`src/rtl/stbus_pkg.sv`:
```
// Shared types and frame geometry for the ST-bus frame scheduler.
package stbus_pkg;
  localparam int FRAME_LEN   = 512;
  localparam int C4_PER_BIT  = 2;
  localparam int BITS_PER_TS = 8;
  localparam int CNT_W       = $clog2(FRAME_LEN);
  localparam int NUM_CH      = 2;

  typedef logic [4:0]       ts_t;
  typedef logic [CNT_W-1:0] cnt_t;

  typedef enum logic [1:0] {
    HUNT,
    VERIFY,
    LOCKED,
    FLYWHEEL
  } state_t;
endpackage

```
`src/rtl/stbus_ts_gate.sv`:
```
// Per-channel timeslot gate: frame-aligned shadow of the slot selection and
// the registered bit strobe for that slot.
module stbus_ts_gate
  import stbus_pkg::*;
(
  input  logic       c4,
  input  logic       rst,
  input  logic       load,      // frame boundary (or hunting): take new selection
  input  logic [4:0] sel_in,
  input  logic       on_in,
  input  logic [4:0] slot,      // current timeslot
  input  logic       even,      // current c4 is the first half of a bit
  input  logic       lock,
  input  logic       suppress,  // lost arbitration for this frame
  output logic [4:0] sh_sel,
  output logic       sh_on,
  output logic       strobe
);
  // Strobe is computed one cycle early (on the even half) so it lands on the
  // odd half of each bit; lock and shadows cannot change across an even edge.
  always_ff @(posedge c4 or posedge rst) begin
    if (rst) begin
      sh_sel <= '0;
      sh_on  <= 1'b0;
      strobe <= 1'b0;
    end else begin
      if (load) begin
        sh_sel <= sel_in;
        sh_on  <= on_in;
      end
      strobe <= lock & even & sh_on & ~suppress & (slot == sh_sel);
    end
  end
endmodule

```
`src/rtl/stbus_frame_sched.sv`:
```
// ST-bus frame-sync controller: f0 edge detect, bit/timeslot counter,
// HUNT/VERIFY/LOCKED/FLYWHEEL lock FSM and two-channel strobe arbitration.
module stbus_frame_sched
  import stbus_pkg::*;
#(
  parameter int NUM_TS        = 32,
  parameter int VERIFY_FRAMES = 2,
  parameter int MISS_LIMIT    = 3
) (
  input  logic       c4,
  input  logic       rst,
  input  logic       f0,
  input  logic [4:0] ts1_sel,
  input  logic       ts1_on,
  input  logic [4:0] ts2_sel,
  input  logic       ts2_on,
  output logic       clk_en1,
  output logic       clk_en2,
  output logic [4:0] ts_num,
  output logic [2:0] bit_num,
  output logic       frame_start,
  output logic       lock,
  output logic       sync_err,
  output logic       conflict
);
  localparam cnt_t       CNT_LAST = cnt_t'(NUM_TS * BITS_PER_TS * C4_PER_BIT - 1);
  localparam logic [3:0] VF       = 4'(VERIFY_FRAMES);
  localparam logic [3:0] ML       = 4'(MISS_LIMIT);

  state_t     state;
  cnt_t       cnt;
  logic [3:0] vcnt, miss;
  logic       f0_q, fall, at_end, load;

  logic [NUM_CH-1:0][4:0] sel_in, sh_sel;
  logic [NUM_CH-1:0]      on_in, sh_on, suppress, strobe;

  // f0 is active low; only the high->low transition counts, so a long pulse is one event
  assign fall   = f0_q & ~f0;
  assign at_end = (cnt == CNT_LAST);

  assign ts_num      = cnt[8:4];
  assign bit_num     = cnt[3:1];
  assign lock        = (state == LOCKED) || (state == FLYWHEEL);
  assign frame_start = (cnt == '0) && (state != HUNT);

  // Lock FSM with frame counter; misplaced pulses only realign while verifying
  always_ff @(posedge c4 or posedge rst) begin
    if (rst) begin
      state    <= HUNT;
      cnt      <= '0;
      vcnt     <= '0;
      miss     <= '0;
      f0_q     <= 1'b1;
      sync_err <= 1'b0;
    end else begin
      f0_q     <= f0;
      sync_err <= 1'b0;
      cnt      <= at_end ? '0 : cnt + 1'b1;
      case (state)
        HUNT:
          if (fall) begin
            cnt   <= '0;
            vcnt  <= '0;
            state <= VERIFY;
          end
        VERIFY:
          if (at_end) begin
            if (fall) begin
              vcnt <= vcnt + 4'd1;
              if (vcnt + 4'd1 == VF) state <= LOCKED;
            end else begin
              state    <= HUNT;
              sync_err <= 1'b1;
            end
          end else if (fall) begin
            cnt      <= '0;
            vcnt     <= '0;
            sync_err <= 1'b1;
          end
        LOCKED:
          if (at_end && !fall) begin
            state    <= FLYWHEEL;
            miss     <= 4'd1;
            sync_err <= 1'b1;
          end else if (!at_end && fall) begin
            sync_err <= 1'b1;
          end
        FLYWHEEL:
          if (at_end) begin
            if (fall) begin
              state <= LOCKED;
              miss  <= '0;
            end else begin
              miss     <= miss + 4'd1;
              sync_err <= 1'b1;
              if (miss + 4'd1 == ML) state <= HUNT;
            end
          end else if (fall) begin
            sync_err <= 1'b1;
          end
        default: state <= HUNT;
      endcase
    end
  end

  // Selections track inputs while hunting, otherwise freeze at the frame boundary
  assign load     = at_end || (state == HUNT);
  assign sel_in   = {ts2_sel, ts1_sel};
  assign on_in    = {ts2_on, ts1_on};
  // ch1 wins a shared slot; shadows are frame-stable so ch2 loses the whole frame
  assign conflict = sh_on[0] & sh_on[1] & (sh_sel[0] == sh_sel[1]);
  assign suppress = {conflict, 1'b0};

  for (genvar i = 0; i < NUM_CH; i++) begin : g_ch
    stbus_ts_gate u_gate (
      .c4      (c4),
      .rst     (rst),
      .load    (load),
      .sel_in  (sel_in[i]),
      .on_in   (on_in[i]),
      .slot    (cnt[8:4]),
      .even    (~cnt[0]),
      .lock    (lock),
      .suppress(suppress[i]),
      .sh_sel  (sh_sel[i]),
      .sh_on   (sh_on[i]),
      .strobe  (strobe[i])
    );
  end

  assign clk_en1 = strobe[0];
  assign clk_en2 = strobe[1];
endmodule

```
`config.mk`:
```
export PLATFORM = sky130hd
export DESIGN_NAME = stbus_frame_sched
export DESIGN_NICKNAME = d
export VERILOG_FILES = /design/src/rtl/stbus_pkg.sv /design/src/rtl/stbus_ts_gate.sv /design/src/rtl/stbus_frame_sched.sv
export SDC_FILE = /design/constraint.sdc
export NUM_CORES = 1
export LEC_CHECK = 0
export CAP_MARGIN = 10
export CORE_MARGIN = 4
export CORE_UTILIZATION = 40
export DETAILED_ROUTE_END_ITERATION = 16
export DONT_BUFFER_PORTS = 1
export GPL_TIMING_DRIVEN = 0
export SKIP_CTS_REPAIR_TIMING = 1
export SYNTH_ARGS = -nofsm -noshare
export SYNTH_HDL_FRONTEND = slang
export SYNTH_SLANG_ARGS = --single-unit
```
`constraint.sdc`:
```
create_clock -name c4 -period 2.3 [get_ports c4]
set_input_delay 0.46 -clock c4 [delete_from_list [all_inputs] [get_ports c4]]
set_output_delay 0.46 -clock c4 [all_outputs]
set_load 0.05 [all_outputs]
```
==> insert_results.sql, run 1 <==
INSERT INTO impl_metrics (metric_group, metric, value, unit) VALUES
('pwr', 'power_density', '760.8', 'nW/um^2'),
('drt', 'dr_total_vias', '1365', ''),
('cts', 'clock_slew_at_the_register_clock_pins_of_the_worst_setup_and_hold_paths', '0.08', 'ns'),
('synth', 'synthFlopType', 'sky130_fd_sc_hd__dfrtp_1', ''),
('critical_path', 'timing.critical_path.to_type', 'output port', ''),
('floorplan', 'fp.dieArea', '6333', 'um^2'),
('final_layout', 'design_area', '2315', 'um^2'),
('placement', 'port_buffers', '0', ''),
('synth', 'syn-cell-area', '2049', 'um^2'),
('sta', 'worst_setup_slack_final', '-0.02084', 'ns'),
('critical_path', 'critical_path_arrival', '1.86', 'ns'),
('critical_path', 'cell_with_the_largest_stage_delay_on_the_worst_path', 'sky130_fd_sc_hd__or4_4', ''),
('floorplan', 'floorplan.core_area', '4848', 'um^2'),
('drt', 'drt-initial-drc-count', '59', ''),
('floorplan', 'initial_core_util', '0.4227', ''),
('critical_path', 'timing.critical_path.required', '1.84', 'ns'),
('sta', 'final.min_clock_period', '2.321', 'ns'),
('sta', 'fmaxAchievable', '430.9', 'MHz'),
('critical_path', 'slowest_delay', '0.54', 'ns'),
('floorplan', 'die_outline_width', '79.58', 'um'),
('grt', 'grt_first_pass_wirelength', '6755', 'um'),
('synth', 'synth.area.top_cells', 'sky130_fd_sc_hd__dfrtp_1 (42%), sky130_fd_sc_hd__mux2_4 (7.3%), sky130_fd_sc_hd__xnor2_1 (7.3%), sky130_fd_sc_hd__buf_4 (4.0%), sky130_fd_sc_hd__ha_1 (3.7%)', ''),
('job', 'max_cap_violations', '0', ''),
('final_layout', 'sequential_cell_area', '879.6', 'um^2'),
('critical_path', 'setup.reg_to_reg.worst_slack', '0.24', 'ns'),
('synth', 'library_cell_occupying_the_most_area_in_the_post_synthesis_netlist', 'sky130_fd_sc_hd__dfrtp_1', ''),
('placement', 'post-place-cells', '263', ''),
('drt', 'viasPerCell', '4.946', ''),
('run_status', 'failed_checks', 'setup timing', ''),
('critical_path', 'crit_path_cell_trace', 'buf_6, or4_4, nor3_4', ''),
('synth', 'yosysUniqueCellTypes', '48', ''),
('floorplan', 'die_y', '79.58', 'um'),
('run_status', 'run_status', 'finished, violations left', ''),
('sta', 'setup_viol', '1', ''),
('grt', 'antenna_found_initial', '0', ''),
('drt', 'detail_route.drc_violations', '0', ''),
('drt', 'drt-pass1-iter-count', '4', ''),
('grt', 'globalRouteOverflowTotal', '0', ''),
('synth', 'yosysSeqAreaShare', '0.4280', ''),
('cts', 'cts_root_buf', 'sky130_fd_sc_hd__clkbuf_8', ''),
('synth', 'number_of_flops_mapped_to_enable_cells_by_yosys', '0', ''),
('synth', 'synth_warnings', '0', ''),
('cts', 'numClockSinks', '35', ''),
('sta', 'setup_repair_after_global_routing_missed_its_margin', 'true', ''),
('critical_path', 'rr_worst_depth', '7', ''),
('floorplan', 'floorplan.rows', '25', ''),
('sta', 'final_max_slew_viol_count', '0', ''),
('critical_path', 'rr_startpoint', 'cnt[0]', ''),
('final_layout', 'insertedDiodeCount', '0', ''),
('synth', 'top_cells_by_instance_count_after_synthesis', 'sky130_fd_sc_hd__dfrtp_1 (34), sky130_fd_sc_hd__xnor2_1 (17), sky130_fd_sc_hd__nor2_1 (15)', ''),
('synth', 'netlist_instances', '195', ''),
('sta', 'timing.max_slew.rel_slack', '0.5524', ''),
('drt', 'wl_per_cell', '14.31', 'um'),
('placement', 'place.detailed.hpwl', '2941', 'um'),
('synth', 'yosysMostFrequentCell', 'sky130_fd_sc_hd__dfrtp_1', ''),
('critical_path', 'start_kind', 'flip-flop', ''),
('placement', 'dpl-instance-area', '2172', 'um^2'),
('cts', 'cts_tree', 'done', ''),
('final_layout', 'multi_input_comb_area', '1020', 'um^2'),
('critical_path', 'regToRegEndpoint', 'state[0]', ''),
('sta', 'max_slew.worst_pin.slew', '0.6706', 'ns'),
('cts', 'tritoncts.num_buffers', '5', ''),
('pwr', 'p_leak', '1.010', 'nW'),
('pwr', 'vdd.ir_drop.worst', '341.5', 'uV'),
('cts', 'cts_max_path_buffers', '2', ''),
('synth', 'post_synth.cell_area_avg', '10.51', 'um^2'),
('grt', 'grt.total_usage', '0.1375', ''),
('sta', 'min_period_over_period', '1.009', ''),
('placement', 'place_congestion', '0.7450', ''),
('placement', 'place_ws', '0.07415', 'ns'),
('cts', 'cts_max_level', '2', '');
-- state kept, by name, indices dropped and copies added (netlist names), named ones only --
name	cells
g_ch.u_gate.sh_sel	10
cnt	9
miss	4
vcnt	4
g_ch.u_gate.sh_on	2
g_ch.u_gate.strobe	2
f0_q	1
state	1
sync_err	1
-- metal layers --
| layer | track usage | part of all wire | routed length (um) |
|---|---|---|---|
| met5 | 0 | 0 | 0 |
| met4 | 0.04639 | 0.014 | 57 |
| met3 | 0.03837 | 0.042 | 167 |
| met2 | 0.1962 | 0.44 | 1732 |
| met1 | 0.1986 | 0.50 | 1992 |
-- layout make-up --
| class | instances | share of cell area |
|---|---|---|
| Timing Repair Buffer | 7 | 0.03135 |
| Clock buffer | 7 | 0.03730 |
| Clock inverter | 1 | 0.002162 |
| Sequential cell | 35 | 0.3800 |
| Buffer | 18 | 0.06270 |
| Tap cell | 67 | 0.03622 |
| Inverter | 6 | 0.009730 |
| Multi-Input combinational cell | 135 | 0.4405 |
-- cell usage in the layout (no fill, tap or decap), types with 4 or more instances in the layout --
cell | Yosys | layout
sky130_fd_sc_hd__clkbuf_8 | 1 | 7
sky130_fd_sc_hd__nor2_1 | 15 | 14
sky130_fd_sc_hd__nor3_1 | 5 | 4
sky130_fd_sc_hd__xor2_1 | 6 | 6
sky130_fd_sc_hd__nand3_1 | 10 | 10
sky130_fd_sc_hd__a21oi_1 | 6 | 6
sky130_fd_sc_hd__dfrtp_1 | 34 | 32
sky130_fd_sc_hd__nand2_1 | 12 | 12
sky130_fd_sc_hd__nand4_1 | 6 | 6
sky130_fd_sc_hd__buf_4 | 11 | 16
sky130_fd_sc_hd__mux2_4 | 10 | 10
sky130_fd_sc_hd__ha_1 | 6 | 6
sky130_fd_sc_hd__inv_1 | 6 | 5
sky130_fd_sc_hd__xnor2_1 | 17 | 17
-- logic make-up after synthesis --
family	after synthesis	synth area share
XOR/XNOR	23	0.09829
buffers and inverters	25	0.08486
adder cells (fa/ha/maj)	6	0.03663
AND/OR/NAND/NOR	69	0.1838
flip-flops	35	0.4280
AO/OA/AOI/OAI	24	0.07937
multiplexers	13	0.08913
-- stage by stage --
step                  util  hold WS (ns)  power (W)
floorplan                -        0.4645   0.001220
global placement    0.4423        0.4646   0.001281
detailed placement  0.4480        0.4646   0.001293
CTS                 0.4668        0.1609   0.001759
global route        0.4774        0.1464   0.001867
finish              0.4774        0.1457   0.001761
-- critical path: cells and delay by family, from the launching register on --
kind | cells | cell delay, ns
and+or+nand+nor | 2 | 1.05
DFF | 1 | 0.40
buffers and inverters | 1 | 0.13
-- where the power goes --
| part | total [W] | internal, W | switching [W] | leakage (nW) |
|---|---|---|---|---|
| clock network | 0.000461 | 0.000241 | 0.000220 | 0.0482 |
| registers | 0.000816 | 0.000704 | 0.000113 | 0.444 |
| logic | 0.000484 | 0.000235 | 0.000249 | 0.518 |
-- how the worst max path moves through the flow --
stage / start / end / slack (ns) / depth (start not counted)
after floorplan: cnt[4] / frame_start / 0.15 / 3
after global placement: cnt[0] / frame_start / 0.07 / 4
after detailed placement: cnt[0] / frame_start / 0.07 / 4
after CTS: cnt[0] / frame_start / -0.26 / 4
after global routing: cnt[5] / frame_start / -0.05 / 3
final: cnt[5] / frame_start / -0.02 / 3
Note: power is estimated with default switching activity, not from simulation.
==> run 2: changes to the inputs <==
--- a/config.mk
+++ b/config.mk
@@ -11,6 +11,7 @@
 export DETAILED_ROUTE_END_ITERATION = 16
 export DONT_BUFFER_PORTS = 1
 export GPL_TIMING_DRIVEN = 0
+export MAX_ROUTING_LAYER = met4
 export SKIP_CTS_REPAIR_TIMING = 1
 export SYNTH_ARGS = -nofsm -noshare
 export SYNTH_HDL_FRONTEND = slang
==> insert_results.sql, run 2 (same netlist as run 1, synthesis figures left out) <==
INSERT INTO impl_metrics (metric_group, metric, value, unit) VALUES
('sta', 'setup_viol', '1', ''),
('drt', 'drt-pass1-iter-count', '4', ''),
('placement', 'dpl-instance-area', '2172', 'um^2'),
('critical_path', 'timing.critical_path.to_type', 'output port', ''),
('grt', 'grt.met2_usage', '0.1962', ''),
('final_layout', 'layout_top_registers', 'g_ch.u_gate.sh_sel: 10 flops, cnt: 9 flops', ''),
('cts', 'numClockSinks', '35', ''),
('critical_path', 'start_kind', 'flip-flop', ''),
('placement', 'port_buffers', '0', ''),
('floorplan', 'floorplan.core_area', '4848', 'um^2'),
('grt', 'antenna_found_initial', '0', ''),
('cts', 'tritoncts.num_buffers', '5', ''),
('final_layout', 'layout_common_cells', 'sky130_fd_sc_hd__dfrtp_1 (32), sky130_fd_sc_hd__xnor2_1 (17), sky130_fd_sc_hd__buf_4 (16), sky130_fd_sc_hd__nor2_1 (14), sky130_fd_sc_hd__nand2_1 (12)', ''),
('final_layout', 'design.final.nets', '229', ''),
('floorplan', 'initial_core_util', '0.4227', ''),
('pwr', 'power_density', '759.7', 'nW/um^2'),
('cts', 'cts_tree', 'done', ''),
('drt', 'postRouteWirelength', '3934', 'um'),
('final_layout', 'multi_input_comb_area', '1020', 'um^2'),
('floorplan', 'die_outline_width', '79.58', 'um'),
('grt', 'globalRouteOverflowTotal', '0', ''),
('final_layout', 'largest_register_ffs', '10', ''),
('final_layout', 'post_route_cells_drive_above_1_share', '0.2919', ''),
('final_layout', 'syn2layout_area_growth', '12.94', '%'),
('floorplan', 'fp.dieArea', '6333', 'um^2'),
('grt', 'use_met1', '0.2007', ''),
('floorplan', 'num_io_pins', '29', ''),
('run_status', 'failed_checks', 'setup timing', ''),
('sta', 'final_hold_viol_count', '0', ''),
('final_layout', 'max_flop_register', 'g_ch.u_gate.sh_sel', ''),
('sta', 'setup_repair_after_global_routing_missed_its_margin', 'true', ''),
('pwr', 'vdd.ir_drop.worst', '341.4', 'uV'),
('final_layout', 'n_fill_cell', '441', ''),
('critical_path', 'path_max_fanout', '3', ''),
('floorplan', 'die_y', '79.58', 'um'),
('sta', 'finalClockSkew', '0.007777', 'ns'),
('drt', 'drt-initial-drc-count', '54', ''),
('sta', 'final.min_clock_period', '2.321', 'ns'),
('cts', 'insertion_delay', '0.29', 'ns'),
('sta', 'max_slew.worst_pin.slew', '0.6731', 'ns'),
('cts', 'cts_max_level', '2', ''),
('final_layout', 'insertedDiodeCount', '0', ''),
('run_status', 'run_status', 'finished, violations left', ''),
('critical_path', 'setup.worst_path.class', 'reg -> out', ''),
('final_layout', 'final-instance-count-excl-fill', '276', ''),
('hold_path', 'hold_class', 'in -> async', ''),
('placement', 'place_congestion', '0.7545', ''),
('cts', 'cts_root_buf', 'sky130_fd_sc_hd__clkbuf_8', ''),
('critical_path', 'critical_path_arrival', '1.86', 'ns'),
('floorplan', 'floorplan.rows', '25', ''),
('grt', 'largest_net_degree_at_the_start_of_global_routing', '21', ''),
('cts', 'cts_max_path_buffers', '2', ''),
('grt', 'grt_first_pass_wirelength', '6755', 'um'),
('sta', 'min_period_over_period', '1.009', ''),
('cts', 'clock_slew_at_the_register_clock_pins_of_the_worst_setup_and_hold_paths', '0.07', 'ns'),
('grt', 'met3_usage', '0.03612', ''),
('grt', 'first_global_vias', '1395', ''),
('sta', 'fmaxAchievable', '430.8', 'MHz'),
('sta', 'final_max_slew_viol_count', '0', ''),
('critical_path', 'timing.critical_path.required', '1.84', 'ns'),
('placement', 'place.detailed.hpwl', '2941', 'um'),
('drt', 'viasPerCell', '4.942', ''),
('final_layout', 'commonest_non_fill_non_tap_cell_in_the_layout', 'sky130_fd_sc_hd__dfrtp_1', ''),
('grt', 'grt.total_usage', '0.1415', ''),
('drt', 'drtAntennaViolNets', '0', ''),
('final_layout', 'sequential_cell_area', '879.6', 'um^2'),
('sta', 'timing.max_slew.rel_slack', '0.5508', ''),
('drt', 'wl_per_cell', '14.25', 'um'),
('drt', 'detail_route.drc_violations', '0', ''),
('placement', 'post-place-cells', '263', ''),
('final_layout', 'design_area', '2315', 'um^2'),
('drt', 'dr_total_vias', '1364', ''),
('job', 'max_cap_violations', '0', ''),
('sta', 'worst_setup_slack_final', '-0.02131', 'ns'),
('grt', 'top_usage_layer', 'met1', ''),
('pwr', 'p_leak', '1.010', 'nW');
run 2: cell counts in the layout (fill, tap and decap cells not counted):
No cell type changed its count.
run 2: power breakdown:
part	switching, W	internal, W	total, W
Clock	0.000217	0.000241	0.000458
Combinational	0.000249	0.000235	0.000484
Sequential	0.000113	0.000704	0.000817
Total	0.000579	0.00118	0.00176
run 2: worst paths after layout:
| path | start | endpoint | slack, ns | depth (start not counted) |
|---|---|---|---|---|
| setup / recovery | cnt[5] | frame_start | -0.02 | 3 |
| min in group c4 | f0 | f0_q | 0.16 | 0 |
| setup reg to reg | cnt[0] | state[0] | 0.24 | 7 |
| hold / removal | rst | g_ch[0].u_gate.sh_sel[1] | 0.15 | 1 |
| hold reg to reg | cnt[0] | cnt[0] | 0.49 | 1 |
| max in group asynchronous | rst | f0_q | 1.53 | 2 |
run 2: final cells by class:
| class | instances | area share |
|---|---|---|
| clock inverters | 1 | 0.002162 |
| multi-input cells | 135 | 0.4405 |
| flip-flops and latches | 35 | 0.3800 |
| well taps | 67 | 0.03622 |
| plain buffers | 18 | 0.06270 |
| repair buffers | 7 | 0.03135 |
| clock buffers | 7 | 0.03730 |
| inverters | 6 | 0.009730 |
run 2: through the flow:
| stage | setup WS, ns | hold slack, ns | power [W] | TNS [ns] | util |
|---|---|---|---|---|---|
| after floorplan | 0.1535 | 0.4645 | 0.001220 | 0 | - |
| after global placement | 0.07453 | 0.4646 | 0.001281 | 0 | 0.4423 |
| after detailed placement | 0.07415 | 0.4646 | 0.001293 | 0 | 0.4480 |
| after CTS | -0.2647 | 0.1609 | 0.001759 | -0.2647 | 0.4668 |
| after global routing | -0.05107 | 0.1464 | 0.001864 | -0.05107 | 0.4774 |
| final | -0.02131 | 0.1502 | 0.001759 | -0.02131 | 0.4774 |
run 2: critical path: stages, from the launching register on:
cell,delay [ns]
sky130_fd_sc_hd__dfrtp_1,0.40
sky130_fd_sc_hd__buf_6,0.13
sky130_fd_sc_hd__or4_4,0.54
sky130_fd_sc_hd__nor3_4,0.51
run 2: layer usage:
layer / up-vias / routed length (um)
met4: 0 / 58
met5: - / 0
met2: 28 / 1734
met1: 647 / 1962
met3: 6 / 178
li1: 683 / -
==> RTL change, RTL diff (settings of run 2) <==
`FRAME_LEN`: 512 -> 1024.
--- a/src/rtl/stbus_pkg.sv
+++ b/src/rtl/stbus_pkg.sv
@@ -1,5 +1,5 @@
 // Shared types and frame geometry for the ST-bus frame scheduler.
 package stbus_pkg;
-  localparam int FRAME_LEN   = 512;
+  localparam int FRAME_LEN   = 1024;
   localparam int C4_PER_BIT  = 2;
   localparam int BITS_PER_TS = 8;
Function: same outputs for any inputs over 10 cycles, from zero or initial values and one cycle with rst high; that may be too few to reach the edited logic, so the function may still have changed.
==> RTL change against run 2 <==
- the flow still finishes with violations (setup timing)
- design area down 0.11%
- synthesized area is 1.3% lower
- routed wire length fell by 0.18%
- global-route usage rose by 0.28 points
- final cell count is 2.9% higher
- non-clock buffer count is 1 higher
- clock skew shrank 0.0020 ns
- setup slack worse by 0.58 ns
- first-iteration DRC count down 9.3%
- sequential share of layout area rose by 1.2 points
- sequential cell count up 1
- highest routed layer unchanged
Power is not compared: it rests on default switching activity, and its combinational part moved more than twofold at a synthesized area within 25%.
==> RTL change: results (changes against run 2) <==
* Clock skew at 0.00581 ns (-0.00197 ns)
* Metal-1 WL at 1.92 mm (-2.3%)
* Static leakage at 0.00100 uW
* Nets at 238 (+3.9%)
* Crit-path slowest cell: nor4_4
* Total track usage at 14.4% (+0.28 points)
* Top Layer Used: met4
* Final setup vio count at 1 (unchanged)
* WL met3 at 254 um (+43%)
* DRT Wirelength at 3.93 mm (-0.18%)
* Failing checks: setup timing
* Detailed Route Iter0 Violations at 49 (-9.3%)
* Biggest regs: cnt (10), g_ch.u_gate.sh_sel (10)
* Run status: finished, violations left
* Post-Place Setup Slack at -0.294 ns (-0.368 ns)
* GR Layer Usage met3 at 4.99% (+1.4 points)
* Setup TNS at -0.596 ns (-0.575 ns)
* Register area share after synthesis at 44.6% (+1.8 points)
* Largest cells by area after synthesis: dfrtp_1, xnor2_1, mux2_2
* Synthesized Nets at 222 (+2.8%)
* Placed Cells incl. Taps at 267 (+1.5%)
* Cells after synthesis at 200 (+2.6%)
* Vias in the first global route at 1433 (+2.7%)
* Maximum number of pins on one net before global-route repair at 37 (+76%)
* Post-DP HPWL at 2.74 mm (-6.8%)
* Layout cells sized above 1 at 26.7% (-2.5 points)
* Post-route setup slack at -0.596 ns (-0.575 ns)
* Max incr delay on CP at 0.65 ns (+0.11 ns)
* Wire per inst at 13.8 um (-3.0%)
* Vias per std cell at 5.07 (+2.7%)
* Post-synth top cells: dfrtp_1, nor2_1, xnor2_1, nand3_1, mux2_2
* Pre-antenna DRT Iters at 4 (unchanged)
* Hold crit path type: in2reg
* Routing usage on met1 at 19.1% (-1.0 points)
* Grt met2 use at 20.7% (+1.1 points)
-- RTL change: cell types whose count changed in the layout (fill, tap and decap cells not counted), moves of 3 or more --
cell	delta
nor4b_1	+3
mux2_4	-10
mux2_2	+10
o2bb2ai_1	-3
buf_2	+3
o21ai_0	+5
nand3_1	+4
-- RTL change: logic make-up after synthesis --
logic type | after synthesis | share of synthesized area [%]
AOI/OAI and AO/OA | 22 | 7.11
adders and majority gates | 7 | 4.33
muxes | 12 | 6.68
xor gates and xnor gates | 23 | 9.96
and+or+nand+nor | 75 | 20.4
buffers and inverters | 25 | 6.93
DFF | 36 | 44.6
-- RTL change: final timing paths --
kind | from | end | slack [ns] | cells past startpoint
max reg2reg | cnt[1] | vcnt[3] | 0.15 | 8
min | f0 | f0_q | 0.16 | 0
max in group asynchronous | rst | cnt[3] | 1.57 | 1
min reg2reg | cnt[0] | cnt[0] | 0.51 | 1
max | cnt[9] | frame_start | -0.60 | 3
min in group asynchronous | rst | g_ch[0].u_gate.sh_on | 0.18 | 1
-- RTL change: area by class of cell --
type / instances / area [sq um]
sequential: 36 / 907
clock inverter: 3 / 42.5
tap: 67 / 83.8
clock buffer: 5 / 68.8
timing repair buffer: 9 / 67.6
multi-input combinational: 139 / 1000
fill: 472 / 2500
buffer: 17 / 110
inverter: 8 / 30.0
-- RTL change: power by group --
group          leakage, uW  switching (uW)  total, uW  internal (uW)
registers         0.000477            3.96        639            635
logic             0.000472            14.8       16.7           1.93
clock network    0.0000541             237        558            321
-- RTL change: through the flow --
stage	hold WS (ns)	utilization [%]	total power, uW	area [sq um]
after floorplan	0.464	-	664	2030
after global placement	0.465	43.9	669	2120
after detailed placement	0.465	43.9	669	2120
after CTS	0.155	46.2	1230	2230
after global routing	0.144	48.0	1260	2310
final	0.164	48.0	1210	2310
